--- src/rtl/nios2os_avalon_st_adapter_data_format_adapter_0_if.sv ---
// Avalon-ST link carried through the data-format adapter.
// Sink side : in_valid / in_ready / in_data (packed beat:
//             {error, empty, eop, sop, data}).
// Source side: out_valid / out_ready / out_data plus the sop, eop and error
//             sideband for each symbol.
// Modports  : slave  - the adapter (consumes beats, produces symbols).
//             master - the environment (produces beats, consumes symbols).
interface nios2os_avalon_st_adapter_data_format_adapter_0_if #(
  parameter int SYMBOLS  = 4,
  parameter int SYMBOL_W = 8,
  parameter int ERROR_W  = 6
);
  localparam int EMPTY_W = $clog2(SYMBOLS);
  localparam int IN_W    = SYMBOLS*SYMBOL_W + 2 + EMPTY_W + ERROR_W;

  logic                in_ready;
  logic                in_valid;
  logic [IN_W-1:0]     in_data;
  logic                out_ready;
  logic                out_valid;
  logic [SYMBOL_W-1:0] out_data;
  logic                out_startofpacket;
  logic                out_endofpacket;
  logic [ERROR_W-1:0]  out_error;

  modport slave (
    output in_ready,
    input  in_valid, in_data,
    input  out_ready,
    output out_valid, out_data, out_startofpacket, out_endofpacket, out_error
  );

  modport master (
    input  in_ready,
    output in_valid, in_data,
    output out_ready,
    input  out_valid, out_data, out_startofpacket, out_endofpacket, out_error
  );
endinterface

--- src/rtl/nios2os_avalon_st_adapter_data_format_adapter_0.sv ---
// Beat-to-symbol serialiser at the tail of the Avalon-ST adapter chain.
// Takes one 42-bit packed beat at a time (32-bit data + sop/eop/empty/error),
// emits it as 8-bit symbols MSB-first, trimming the tail on eop beats by
// `empty`. Tracks packet framing and counts delivered packets.
// Ports:
//   clk, reset - single clock, asynchronous active-high reset
//   st         - beat sink / symbol source (slave modport)
//   pkt_count  - packets whose eop symbol was accepted (wraps)
//   frame_err  - sticky: sop missing at packet start, or sop inside a packet
module nios2os_avalon_st_adapter_data_format_adapter_0 #(
  parameter int SYMBOLS  = 4,
  parameter int SYMBOL_W = 8,
  parameter int ERROR_W  = 6
) (
  input  logic clk,
  input  logic reset,
  nios2os_avalon_st_adapter_data_format_adapter_0_if.slave st,
  output logic [15:0] pkt_count,
  output logic        frame_err
);
  localparam int IDX_W = $clog2(SYMBOLS);
  localparam logic [IDX_W-1:0] LAST = IDX_W'(SYMBOLS-1);

  // Field order matches the packed in_data layout, so the beat casts directly.
  typedef struct packed {
    logic [ERROR_W-1:0]               err;
    logic [IDX_W-1:0]                 empty;
    logic                             eop;
    logic                             sop;
    logic [SYMBOLS-1:0][SYMBOL_W-1:0] data;  // [SYMBOLS-1] is byte 0
  } beat_t;

  typedef enum logic {IDLE, IN_PKT} fsm_t;

  beat_t            in_beat, hold;
  logic             hold_valid;
  logic [IDX_W-1:0] idx, last_idx;
  fsm_t             fsm;
  logic             at_last, xfer, retire, load, in_ready;

  assign in_beat = beat_t'(st.in_data);
  assign at_last = (idx == last_idx);
  assign xfer    = hold_valid && st.out_ready;
  assign retire  = xfer && at_last;

  // Combinational from out_ready so the next beat loads on the same edge the
  // last symbol of the current one leaves.
  assign in_ready    = !hold_valid || (st.out_ready && at_last);
  assign st.in_ready = in_ready;
  assign load        = st.in_valid && in_ready;

  assign st.out_valid         = hold_valid;
  assign st.out_data          = hold.data[LAST - idx];
  assign st.out_startofpacket = hold.sop && (idx == '0);
  assign st.out_endofpacket   = hold.eop && at_last;
  assign st.out_error         = hold.err;

  always_ff @(posedge clk or posedge reset) begin
    if (reset) begin
      hold       <= '0;
      hold_valid <= 1'b0;
      idx        <= '0;
      last_idx   <= '0;
      pkt_count  <= '0;
    end else begin
      if (load) begin
        hold       <= in_beat;
        // empty only trims the final beat of a packet
        last_idx   <= in_beat.eop ? LAST - in_beat.empty : LAST;
        hold_valid <= 1'b1;
        idx        <= '0;
      end else if (retire) begin
        hold_valid <= 1'b0;
        idx        <= '0;
      end else if (xfer) begin
        idx <= idx + IDX_W'(1);
      end
      if (xfer && st.out_endofpacket) pkt_count <= pkt_count + 16'd1;
    end
  end

  // Framing is judged per loaded beat; offending beats still pass through.
  always_ff @(posedge clk or posedge reset) begin
    if (reset) begin
      fsm       <= IDLE;
      frame_err <= 1'b0;
    end else if (load) begin
      case (fsm)
        IDLE: begin
          if (!in_beat.sop) frame_err <= 1'b1;
          if (in_beat.sop && !in_beat.eop) fsm <= IN_PKT;
        end
        IN_PKT: begin
          if (in_beat.sop) frame_err <= 1'b1;
          if (in_beat.eop) fsm <= IDLE;
        end
        default: fsm <= IDLE;
      endcase
    end
  end
endmodule
--- src/flat_wrapper.sv ---
// flat-port wrapper written by rule: the top's interface ports become plain ports
module nios2os_avalon_st_adapter_data_format_adapter_0_flat 
#(
  parameter int SYMBOLS  = 4,
  parameter int SYMBOL_W = 8,
  parameter int ERROR_W  = 6
)
  (clk, reset, pkt_count, frame_err, st_in_ready, st_in_valid, st_in_data, st_out_ready, st_out_valid, st_out_data, st_out_startofpacket, st_out_endofpacket, st_out_error);
  nios2os_avalon_st_adapter_data_format_adapter_0_if #(.SYMBOLS(SYMBOLS), .SYMBOL_W(SYMBOL_W), .ERROR_W(ERROR_W)) st_i ();
  input  logic clk;
  input  logic reset;
  output logic [15:0] pkt_count;
  output logic frame_err;
  output wire logic [$bits(st_i.in_ready)-1:0] st_in_ready;
  input wire logic [$bits(st_i.in_valid)-1:0] st_in_valid;
  input wire logic [$bits(st_i.in_data)-1:0] st_in_data;
  input wire logic [$bits(st_i.out_ready)-1:0] st_out_ready;
  output wire logic [$bits(st_i.out_valid)-1:0] st_out_valid;
  output wire logic [$bits(st_i.out_data)-1:0] st_out_data;
  output wire logic [$bits(st_i.out_startofpacket)-1:0] st_out_startofpacket;
  output wire logic [$bits(st_i.out_endofpacket)-1:0] st_out_endofpacket;
  output wire logic [$bits(st_i.out_error)-1:0] st_out_error;
  assign st_in_ready = st_i.in_ready;
  assign st_i.in_valid = st_in_valid;
  assign st_i.in_data = st_in_data;
  assign st_i.out_ready = st_out_ready;
  assign st_out_valid = st_i.out_valid;
  assign st_out_data = st_i.out_data;
  assign st_out_startofpacket = st_i.out_startofpacket;
  assign st_out_endofpacket = st_i.out_endofpacket;
  assign st_out_error = st_i.out_error;
  nios2os_avalon_st_adapter_data_format_adapter_0 #(.SYMBOLS(SYMBOLS), .SYMBOL_W(SYMBOL_W), .ERROR_W(ERROR_W)) u_core (.clk(clk), .reset(reset), .st(st_i), .pkt_count(pkt_count), .frame_err(frame_err));
endmodule
--- config.mk ---
export PLATFORM = sky130hd
export DESIGN_NAME = nios2os_avalon_st_adapter_data_format_adapter_0_flat
export DESIGN_NICKNAME = d
export VERILOG_FILES = /design/src/rtl/nios2os_avalon_st_adapter_data_format_adapter_0_if.sv /design/src/rtl/nios2os_avalon_st_adapter_data_format_adapter_0.sv /design/src/flat_wrapper.sv
export SDC_FILE = /design/constraint.sdc
export NUM_CORES = 1
export LEC_CHECK = 0
export ABC_AREA = 1
export CAP_MARGIN = 20
export CORE_ASPECT_RATIO = 0.6
export CORE_UTILIZATION = 40
export CTS_CLUSTER_SIZE = 24
export DETAILED_ROUTE_END_ITERATION = 8
export GPL_TIMING_DRIVEN = 0
export PLACE_DENSITY = 0.68
export SYNTH_ARGS = -nofsm -noshare
export SYNTH_HDL_FRONTEND = slang
export SYNTH_SLANG_ARGS = --single-unit
--- constraint.sdc ---
create_clock -name clk -period 4.3 [get_ports clk]
set_input_delay 0.86 -clock clk [delete_from_list [all_inputs] [get_ports clk]]
set_output_delay 0.86 -clock clk [all_outputs]
set_load 0.1 [all_outputs]
==> results <==
- The flow ran to the end, and the final reports show no timing, DRC or antenna violations.
- The class of the worst hold path is reg2reg.
- The post-layout net count is 553.
- The number of global-route vias before repair is 2986.
- Setup violations remaining at the end of the flow were counted as 0.
- The number of hold violations in the final report was 0.
- After synthesis, the share of flip-flops with an asynchronous set or reset is 100%.
- The critical setup path kind is in2out.
- STA puts the critical path data arrival time at 3000 ps.
- The most common cell type on the critical path is sky130_fd_sc_hd__clkdlybuf4s50_1.
- The first global-routing pass estimated 15.0 mm of wire.
- Counting distinct cell types in the post-synthesis netlist gives 26.
- The highest clock frequency the design can meet is 259 MHz.
- The die area is 0.00875 mm^2.
- The total nets after synthesis is 462.
- The maximum count of clock buffers along a single path is 2.
- The final layout contains routed wiring with a total length of 8.99 mm.
- The signed area change from the synthesized netlist to the final layout is 36.4%.
- The reported max-cap violation count is 0.
- The count of inserted antenna diode cells is 0.
- The first detailed-routing pass ran for 4 iterations.
- Entering global routing, the biggest net connects 33 pins.
- The synthesized netlist occupies a cell area of 0.00335 mm^2.
- Dividing the synthesized area by the synthesized cell count gives 8.08 um^2.
- For the pin with the worst max-slew slack, the measured transition is 1030 ps.
- The total grt overflow is 0.
- The commonest register cell after synthesis is sky130_fd_sc_hd__dfrtp_1.
- After synthesis, the most frequently instantiated cells are sky130_fd_sc_hd__nand2_1, sky130_fd_sc_hd__dfrtp_1, sky130_fd_sc_hd__nand3_1.
- The share of the clock period used by the worst path after layout is 89.7%.
- The smallest clock period supported by the final layout is computed as 3860 ps.
- The root cell of the clock tree is sky130_fd_sc_hd__clkbuf_16.
- The count of cells in the finished layout, fillers not included, comes to 616.
- The initial antenna violation count is 0.
- The share of the synthesized area in the top cell type is 47.1%.
- The detail route stage leaves a number of antenna-violating nets equal to 0.
- The total of buffers placed on input and output ports is 79.
- STA classifies the critical path startpoint as an input port.
- The clock input transition at the sequential cells of the worst setup and hold paths is 50 ps.
- The detailed-route vias per instance is 4.98.
- Yosys mapped a number of flops with a built-in enable equal to 0.
- After detailed routing, the number of remaining DRC violations is 0.
- The cell with the most instances after synthesis is sky130_fd_sc_hd__nand2_1.
- The clock tree from TritonCTS is yes.
- Including well taps, the total number of placed cells is 602.
- In this design, the stage delay of the slowest critical-path cell is 1150 ps.
- The cell count after synthesis came out at 414.
- The placed standard-cell area is 0.00429 mm^2.
- The die is 120 um wide.
- The post-route netlist has 12.8% of its cells at a drive strength greater than 1.
- At the later pin of the worst-skew pair, clock insertion delay measures 330 ps.
- The hold buffer count at cts is 0.
- The number of max-slew violations in the final report came to 0.
- The maximum fanout along the worst path is 10.
- The number of sinks driven by the clock tree is 63.
- The kind of cell with the highest combined delay along the critical path is buffers and inverters.
- In this run, the number of DRC markers left after iteration 0 of detailed routing was 249.
- The number of top-level pins is 81.
- The count of cells resized by post-cts repair is 0.
- The dominant cell type by area after synthesis is sky130_fd_sc_hd__dfrtp_1.
- Together, buffers and inverters on the worst path number 4.
- The final worst clock skew is 7.00 ps.
- The endpoint required time on the critical path is 3440 ps.
- After synthesis the netlist holds a flip-flop and latch count of 63.
- Across all layers, the routed design uses 3068 vias.
- Once the clock tree was built, the setup fixing pass inserted 0 buffers.
- The total CTS buffers is 9.
- The critical path goes through clkdlybuf4s50_1, nand3_2, nand2_4, buf_12, buf_6, clkdlybuf4s50_1.
- The number of H-tree levels is 3.
- The congestion estimate from routability-driven global placement came to 0.858.
- In this run the tightest slew margin relative to its limit is 31.2%.
- In the global route stage, overall resource usage came out at 22.8%.
- Of the synthesized area, sequential elements account for 47.1%.
- The post-DP HPWL is 6.70 mm.
- The largest individual stage delay along the critical path comes from the cell sky130_fd_sc_hd__clkdlybuf4s50_1.
- The routed wire length per instance is 14.6 um.
- The final design instance area without fill is 0.00456 mm^2.
- The core outline area is 0.00798 mm^2.
- Summed over all failing endpoints, the final setup total negative slack is 0 ps.
- The number of rows in the core area is 25.
- By area the synthesized netlist is led by sky130_fd_sc_hd__dfrtp_1, sky130_fd_sc_hd__nand2_1, sky130_fd_sc_hd__nand3_1, sky130_fd_sc_hd__o21ai_0, sky130_fd_sc_hd__nor2_1.
- The effective utilization at floorplan is 41.9%.
- Setup repair after global routing left no endpoint under its margin.
- During synthesis, Yosys emitted a total of 0 warnings.
- The endpoint type of the worst setup path is an output pin.
- The die is 72.8 um tall.
==> logic make-up (layout without fill, tap and decap cells) <==
| group | count (synthesis) | count (layout) | synth area share [%] |
|---|---|---|---|
| AO/OA/AOI/OAI | 39 | 39 | 6.62 |
| XOR/XNOR | 9 | 9 | 2.80 |
| adder cells (fa/ha/maj) | 2 | 2 | 0.748 |
| buffers and inverters | 47 | 141 | 9.46 |
| flip-flops | 63 | 63 | 47.1 |
| AND/OR/NAND/NOR | 254 | 254 | 33.2 |
==> final cells by class <==
type	instances	area, um^2
Sequential cell	63	1580
Clock inverter	3	20.0
Fill cell	736	3410
Tap cell	108	135
Buffer	28	245
Inverter	19	71.3
Clock buffer	11	253
Multi-Input combinational cell	304	1450
Timing Repair Buffer	80	811
==> worst paths after layout <==
check / startpoint / to / slack [ps] / cells after the start
max in group asynchronous: reset / u_core.pkt_count[11]$_DFFE_PP0P_ / 2690 / 3
worst max register to register: u_core.pkt_count[0]$_DFFE_PP0P_ / u_core.pkt_count[12]$_DFFE_PP0P_ / 2590 / 8
min in group asynchronous: reset / u_core.hold[31]$_DFFE_PP0P_ / 970 / 2
worst max-delay path: st_out_ready / st_in_ready / 440 / 6
worst min register to register: u_core.hold[12]$_DFFE_PP0P_ / u_core.hold[12]$_DFFE_PP0P_ / 470 / 2
worst min-delay path: u_core.hold[12]$_DFFE_PP0P_ / u_core.hold[12]$_DFFE_PP0P_ / 470 / 2
==> state kept, by name, summed over array words and instances (netlist names) <==
register	flops
u_core.frame_err	1
u_core.fsm	1
u_core.hold	34
u_core.idx	2
u_core.last_idx	2
u_core.pkt_count	16
u_core.st.out_error	6
u_core.st.out_valid	1
==> metrics by stage <==
| step | util (%) | hold WS, ps | setup WS, ps |
|---|---|---|---|
| after floorplan | - | 437 | 1150 |
| after global placement | 53.6 | 452 | 457 |
| after detailed placement | 53.8 | 456 | 459 |
| after CTS | 57.2 | 469 | 443 |
| after global routing | 57.2 | 479 | 400 |
| final | 57.2 | 470 | 442 |
==> routing by layer <==
| metal | global-route usage, % | part of all wire [%] | vias to the layer above | routed length, um |
|---|---|---|---|---|
| met5 | 0 | 0 | - | 0 |
| met4 | 4.72 | 0.61 | 0 | 55 |
| met3 | 8.91 | 8.4 | 8 | 757 |
| met2 | 33.0 | 41 | 106 | 3640 |
| met1 | 32.3 | 50 | 1444 | 4530 |
| li1 | - | - | 1510 | - |
==> worst register-to-register path: stages (launching register included) <==
cell and delay, ps:
sky130_fd_sc_hd__dfrtp_1 480, sky130_fd_sc_hd__ha_1 320, sky130_fd_sc_hd__nand2_1 90, sky130_fd_sc_hd__nor2_1 340, sky130_fd_sc_hd__nand3_1 130, sky130_fd_sc_hd__nand2_1 70
sky130_fd_sc_hd__nand2_1 40, sky130_fd_sc_hd__nand2_1 40, sky130_fd_sc_hd__o21ai_0 80
==> placed cells by master, fill, tap and decap left out, types with 4 or more instances in the layout <==
| master | Yosys | layout |
|---|---|---|
| sky130_fd_sc_hd__clkbuf_16 | 0 | 9 |
| sky130_fd_sc_hd__o22ai_1 | 8 | 8 |
| sky130_fd_sc_hd__nand2_1 | 153 | 153 |
| sky130_fd_sc_hd__inv_1 | 17 | 16 |
| sky130_fd_sc_hd__nand3_1 | 46 | 46 |
| sky130_fd_sc_hd__dfrtp_1 | 63 | 63 |
| sky130_fd_sc_hd__clkdlybuf4s50_1 | 0 | 79 |
| sky130_fd_sc_hd__buf_4 | 7 | 7 |
| sky130_fd_sc_hd__buf_6 | 8 | 8 |
| sky130_fd_sc_hd__nand4_1 | 6 | 6 |
| sky130_fd_sc_hd__o21ai_0 | 26 | 26 |
| sky130_fd_sc_hd__buf_2 | 9 | 9 |
| sky130_fd_sc_hd__xnor2_1 | 4 | 4 |
| sky130_fd_sc_hd__nor2_1 | 33 | 33 |
| sky130_fd_sc_hd__nand3_2 | 11 | 11 |
Power is not shown: default switching activity piles up to over one toggle a cycle in this logic, so the estimate is an artifact.
